## config.mk

```make
export PLATFORM = sky130hd
export DESIGN_NAME = instr_fetch_buffer
export DESIGN_NICKNAME = d
export VERILOG_FILES = /design/src/rtl/ifb_pkg.sv /design/src/rtl/ifb_fifo.sv /design/src/rtl/instr_fetch_buffer.sv
export SDC_FILE = /design/constraint.sdc
export NUM_CORES = 1
export LEC_CHECK = 0
export ABC_AREA = 1
export CAP_MARGIN = 5
export CORE_ASPECT_RATIO = 0.8
export CORE_MARGIN = 5
export CORE_UTILIZATION = 50
export DETAILED_ROUTE_END_ITERATION = 8
export PLACE_DENSITY = 0.73
export SYNTH_ARGS = -nofsm -noshare
export SYNTH_HDL_FRONTEND = slang
export SYNTH_SLANG_ARGS = --single-unit
```

## constraint.sdc

```tcl
create_clock -name clock -period 3.7 [get_ports clock]
set_input_delay 0.555 -clock clock [delete_from_list [all_inputs] [get_ports clock]]
set_output_delay 0.555 -clock clock [all_outputs]
set_load 0.02 [all_outputs]
```

## src/rtl/ifb_pkg.sv

```systemverilog
// Shared FSM state type and default sizing for the instruction fetch buffer.
package ifb_pkg;

  localparam int IFB_ADDR_W  = 10;
  localparam int IFB_INSTR_W = 32;
  localparam int IFB_DEPTH   = 4;

  typedef enum logic [1:0] {
    ST_IDLE    = 2'd0,
    ST_WAIT    = 2'd1,
    ST_DISCARD = 2'd2
  } ifb_state_e;

endpackage

```

## src/rtl/ifb_fifo.sv

```systemverilog
// Instruction FIFO: wrap-bit pointers, full/empty detection, flush clears it in one edge.
module ifb_fifo
  import ifb_pkg::*;
#(
  parameter int WIDTH = IFB_INSTR_W + IFB_ADDR_W,
  parameter int DEPTH = IFB_DEPTH
) (
  input  logic             clock,
  input  logic             reset,
  input  logic             flush,
  input  logic             push,
  input  logic             pop,
  input  logic [WIDTH-1:0] wdata,
  output logic [WIDTH-1:0] rdata,
  output logic             empty,
  output logic             full
);

  localparam int AW = $clog2(DEPTH);

  logic [WIDTH-1:0] r_mem [DEPTH];
  logic [AW:0]      r_wptr;
  logic [AW:0]      r_rptr;
  logic             w_do_push;
  logic             w_do_pop;

  assign empty     = (r_wptr == r_rptr);
  assign full      = (r_wptr[AW] != r_rptr[AW]) && (r_wptr[AW-1:0] == r_rptr[AW-1:0]);
  assign w_do_push = push && !full && !flush;
  assign w_do_pop  = pop && !empty && !flush;

  // Storage is never reset, so the head is masked to zero while empty.
  assign rdata = empty ? '0 : r_mem[r_rptr[AW-1:0]];

  always_ff @(posedge clock) begin
    if (reset || flush) begin
      r_wptr <= '0;
      r_rptr <= '0;
    end else begin
      if (w_do_push) r_wptr <= r_wptr + (AW+1)'(1);
      if (w_do_pop)  r_rptr <= r_rptr + (AW+1)'(1);
    end
  end

  always_ff @(posedge clock) begin
    if (w_do_push) r_mem[r_wptr[AW-1:0]] <= wdata;
  end

endmodule

```

## src/rtl/instr_fetch_buffer.sv

```systemverilog
// Single-outstanding instruction fetcher feeding a small FIFO toward decode.
// Optional IFB_BYPASS_EN forwards an ack straight to decode when the FIFO is empty.
module instr_fetch_buffer
  import ifb_pkg::*;
#(
  parameter int ADDR_W  = IFB_ADDR_W,
  parameter int INSTR_W = IFB_INSTR_W,
  parameter int DEPTH   = IFB_DEPTH
) (
  input  logic               clock,
  input  logic               reset,
  input  logic               halt,
  input  logic               flush,
  input  logic [ADDR_W-1:0]  pc_address,
  output logic               pc_hold,
  output logic               imem_req,
  output logic [ADDR_W-1:0]  imem_addr,
  input  logic               imem_ack,
  input  logic [INSTR_W-1:0] imem_data,
  output logic               instr_valid,
  input  logic               instr_ready,
  output logic [INSTR_W-1:0] instr_out,
  output logic [ADDR_W-1:0]  instr_pc
);

  localparam int EW = INSTR_W + ADDR_W;

  ifb_state_e          r_state;
  ifb_state_e          w_state_nxt;
  logic                r_pc_hold;
  logic [ADDR_W-1:0]   r_imem_addr;
  logic                w_issue;
  logic                w_push;
  logic                w_fifo_push;
  logic                w_pop;
  logic                w_empty;
  logic                w_full;
  logic [EW-1:0]       w_rd_entry;
  logic [INSTR_W-1:0]  w_rd_data;
  logic [ADDR_W-1:0]   w_rd_pc;

  always_comb begin
    w_state_nxt = r_state;
    w_issue     = 1'b0;
    w_push      = 1'b0;
    case (r_state)
      ST_IDLE: begin
        if (!halt && !flush && !w_full) begin
          w_issue     = 1'b1;
          w_state_nxt = ST_WAIT;
        end
      end
      ST_WAIT: begin
        if (imem_ack) begin
          w_push      = !flush;
          w_state_nxt = ST_IDLE;
        end else if (flush) begin
          w_state_nxt = ST_DISCARD;
        end
      end
      ST_DISCARD: begin
        if (imem_ack) w_state_nxt = ST_IDLE;
      end
      default: w_state_nxt = ST_IDLE;
    endcase
  end

  // pc_hold drops for exactly the cycle after an issue so the PC steps once per fetch.
  always_ff @(posedge clock) begin
    if (reset) begin
      r_state     <= ST_IDLE;
      r_pc_hold   <= 1'b1;
      r_imem_addr <= '0;
    end else begin
      r_state   <= w_state_nxt;
      r_pc_hold <= !w_issue;
      if (w_issue) r_imem_addr <= pc_address;
    end
  end

  assign pc_hold   = r_pc_hold;
  assign imem_req  = (r_state != ST_IDLE);
  assign imem_addr = r_imem_addr;
  assign w_pop     = instr_valid && instr_ready && !w_empty;
  assign w_rd_data = w_rd_entry[ADDR_W +: INSTR_W];
  assign w_rd_pc   = w_rd_entry[ADDR_W-1:0];

`ifdef IFB_BYPASS_EN
  logic w_byp;
  assign w_byp       = w_empty && imem_ack && (r_state == ST_WAIT) && !flush;
  assign w_fifo_push = w_push && !(w_byp && instr_ready);
  assign instr_valid = !w_empty || w_byp;
  assign instr_out   = w_byp ? imem_data   : w_rd_data;
  assign instr_pc    = w_byp ? r_imem_addr : w_rd_pc;
`else
  assign w_fifo_push = w_push;
  assign instr_valid = !w_empty;
  assign instr_out   = w_rd_data;
  assign instr_pc    = w_rd_pc;
`endif

  ifb_fifo #(
    .WIDTH (EW),
    .DEPTH (DEPTH)
  ) u_fifo (
    .clock (clock),
    .reset (reset),
    .flush (flush),
    .push  (w_fifo_push),
    .pop   (w_pop),
    .wdata ({imem_data, r_imem_addr}),
    .rdata (w_rd_entry),
    .empty (w_empty),
    .full  (w_full)
  );

endmodule

```

==> flow_metrics.py <==
metrics = {
    "worst_setup_path": {
        "end_kind": "output pin",
        "crit_type": "flip-flop to output pin",
        "rr_endpoint": "u_fifo.r_mem[1][36]",
        "timing.rr.start": "r_state[0]",
        "slowest_delay_ns": 0.53,
        "crit_chain": "inv_2 -> nand2_1 -> nand2_1 -> nand3_2 -> buf_4 -> nand2_1 -> inv_1 -> clkdlybuf4s50_1",
        "slowest_stage": "clkdlybuf4s50_1",
        "crit_required_ns": 3.14,
        "crit_arrival_ns": 2.68,
        "crit_fanout": 25,
        "worst_setup_path_start_kind": "flip-flop",
        "reg2regPathDepth": 7,
        "r2r_slack_ns": 1.42,
        "cpMostUsedCell": "nand2_1",
    },
    "timing": {
        "final.setup.tns_ns": 0,
        "slew_violations": 0,
        "finalCritPeriodShare_pct": 87.3,
        "period_minus_slack_ns": 3.23,
        "finalSetupViolCount": 0,
        "rsz0062_at_grt": "no",
        "hold_ws_ns": 0.503,
        "worstMarginPinSlew_ns": 0.839,
        "finClkSkew_ns": 0.00604,
        "hold_violations": 0,
        "fin_ws_ns": 0.468,
        "fmax_mhz": 309,
        "max_slew_margin_pct": 44.0,
    },
    "layout": {
        "stdcell_area_um2": 9350,
        "utilization_pct": 62.7,
        "seq_area_um2": 5470,
        "multi_input_area_um2": 1710,
        "layout.nets": 728,
        "n_antenna_cell": 0,
        "fill_cells": 1100,
        "layout_common_cells": "edfxtp_1 (168), clkdlybuf4s50_1 (102), nor2_1 (66), nand2_1 (62), inv_1 (54)",
        "area_growth_pct": 24.0,
        "final_common_cell": "edfxtp_1",
        "drive_above_1_share_pct": 8.43,
    },
    "synth": {
        "synth.distinct_cells": 26,
        "syn_nets": 628,
        "ys_warn_count": 0,
        "syn_inst": 575,
        "ys_seq_area_share_pct": 72.5,
        "ys_seq_elements": 189,
        "syn_area_um2": 7540,
        "syn_area_per_cell_um2": 13.1,
    },
    "routing": {
        "wirelength_um": 14700,
        "drt_iter0_drc": 358,
        "vias": 4575,
        "drt-pass1-iter-count": 5,
        "drcViolationCount": 0,
        "postRouteAntennaNets": 0,
        "wl_per_cell_um": 16.8,
        "vias_per_cell": 5.22,
    },
    "clock_network": {
        "cts_htree_levels": 4,
        "cts_buffer_depth": 2,
        "clkLatencyLatePin_ns": 0.43,
        "cts_setup_buffers": 0,
        "cts_inserted_buffers": 17,
        "ctsHoldBuffers": 0,
        "cts_sinks": 189,
        "ctsResizeCount": 0,
        "cts-root-buf": "clkbuf_16",
        "tritoncts": "built",
        "clk_pin_slew_ns": 0.06,
    },
    "run_status": {
        "status": "finished clean",
    },
    "global_route": {
        "antenna_found_initial": 0,
        "grt_pass1_wl_um": 23400,
        "grt_pass1_vias": 4610,
        "overflow": 0,
        "grt_use_total_pct": 17.2,
        "grt_max_degree": 85,
    },
    "place": {
        "hpwlAfterDp_um": 9110,
        "placed_cell_area_um2": 8740,
        "gp_congestion": 0.756,
        "pre_cts_ws_ns": 0.725,
        "io_buffers": 102,
    },
    "floorplanning": {
        "coreArea_um2": 14900,
        "die_w_um": 147,
        "rows": 40,
        "io_pins": 103,
        "die_h_um": 120,
        "dieArea_um2": 17700,
        "initial_core_util_pct": 50.6,
    },
    "hold_path": {
        "hold_depth": 2,
        "min_from": "r_state[1]",
        "holdCritPathClass": "flip-flop to flip-flop",
        "hold_end": "r_state[1]",
    },
    "power": {
        "p_per_area_nw_per_um2": 461,
        "ir_drop_uv": 289,
        "leakagePower_nw": 3.32,
    },
    "flow_run": {
        "cap_viol_max_count": 0,
    },
}
[synth_stat cells]
library cell	n	share of area [%]
nor2_2	1	0.083
nand3_1	4	0.27
ha_1	5	0.83
o21ai_0	51	3.4
inv_2	6	0.30
o22ai_1	42	3.5
buf_1	4	0.20
nand2_1	62	3.1
dfxtp_1	21	5.6
nand2_2	2	0.17
o21ai_1	1	0.066
nand3_2	2	0.27
clkbuf_1	6	0.30
xor2_1	2	0.23
inv_1	54	2.7
or2_4	1	0.12
buf_2	12	0.80
nand4_1	2	0.17
nand3_4	1	0.23
nor2_1	70	3.5
edfxtp_1	168	67
a21oi_1	7	0.46
buf_6	7	1.0
a211oi_1	1	0.10
nor3_4	1	0.22
mux2i_1	42	5.6
[logic make-up (layout without fill, tap and decap cells)]
family	after synthesis	in the layout	share of synthesized area, %
XOR/XNOR	2	2	0.232
adder cells (fa/ha/maj)	5	5	0.829
flip-flops	189	189	72.5
multiplexers	42	42	5.57
AND/OR/NAND/NOR	146	146	8.08
AO/OA/AOI/OAI	102	102	7.50
buffers and inverters	89	202	5.33
[worst max-delay path by stage]
stage	from	endpoint	slack, ns	cells past startpoint
after global placement	flush	u_fifo.r_mem[1][24]	0.80	7
after detailed placement	flush	u_fifo.r_mem[1][33]	0.72	7
final	u_fifo.r_wptr[0]	instr_out[21]	0.47	8
after floorplan	flush	u_fifo.r_mem[0][0]	0.40	5
after global routing	u_fifo.r_wptr[0]	instr_pc[0]	0.24	8
after CTS	u_fifo.r_wptr[0]	instr_pc[3]	0.41	8
[worst max-delay path, delay by kind of cell, from the launching register on]
kind | cells | cell delay [ns]
flops | 1 | 0.36
simple gates | 4 | 0.77
buf+inv | 4 | 1.12
[layer usage]
| metal | up-vias | track usage, % | wire, um |
|---|---|---|---|
| met5 | - | 0 | 0 |
| met4 | 0 | 6.11 | 155 |
| met3 | 15 | 4.76 | 948 |
| met2 | 148 | 27.0 | 6850 |
| met1 | 2171 | 23.2 | 6770 |
| li1 | 2241 | - | - |
[registers in the layout, summed over array words and instances (netlist names), named ones only]
| register | cells |
|---|---|
| imem_addr | 10 |
| pc_hold | 1 |
| r_state | 2 |
| u_fifo.r_mem | 168 |
| u_fifo.r_rptr | 3 |
| u_fifo.r_wptr | 3 |
[stage by stage]
stage          cells  power (W)
2_1_floorplan    575    0.00245
3_3_place_gp     845    0.00254
3_5_place_dp     845    0.00255
4_1_cts          877    0.00435
5_1_grt          877    0.00445
6_report         877    0.00432
[power by group]
part / switching [W] / internal [W] / leakage, nW
sequential: 0.0000158 / 0.00234 / 1.68
combinational: 0.0000733 / 0.0000775 / 1.35
clock: 0.000724 / 0.00109 / 0.293
total: 0.000813 / 0.00350 / 3.32
[area by class of cell]
cell class / count / area share (%)
clock buffer: 24 / 5.37
multi-input combinational: 297 / 18.2
inverter: 60 / 2.41
clock inverter: 8 / 1.14
timing repair buffer: 110 / 11.8
tap: 189 / 2.53
sequential: 189 / 58.5
No activity file was read; power rests on OpenSTA's default activity.
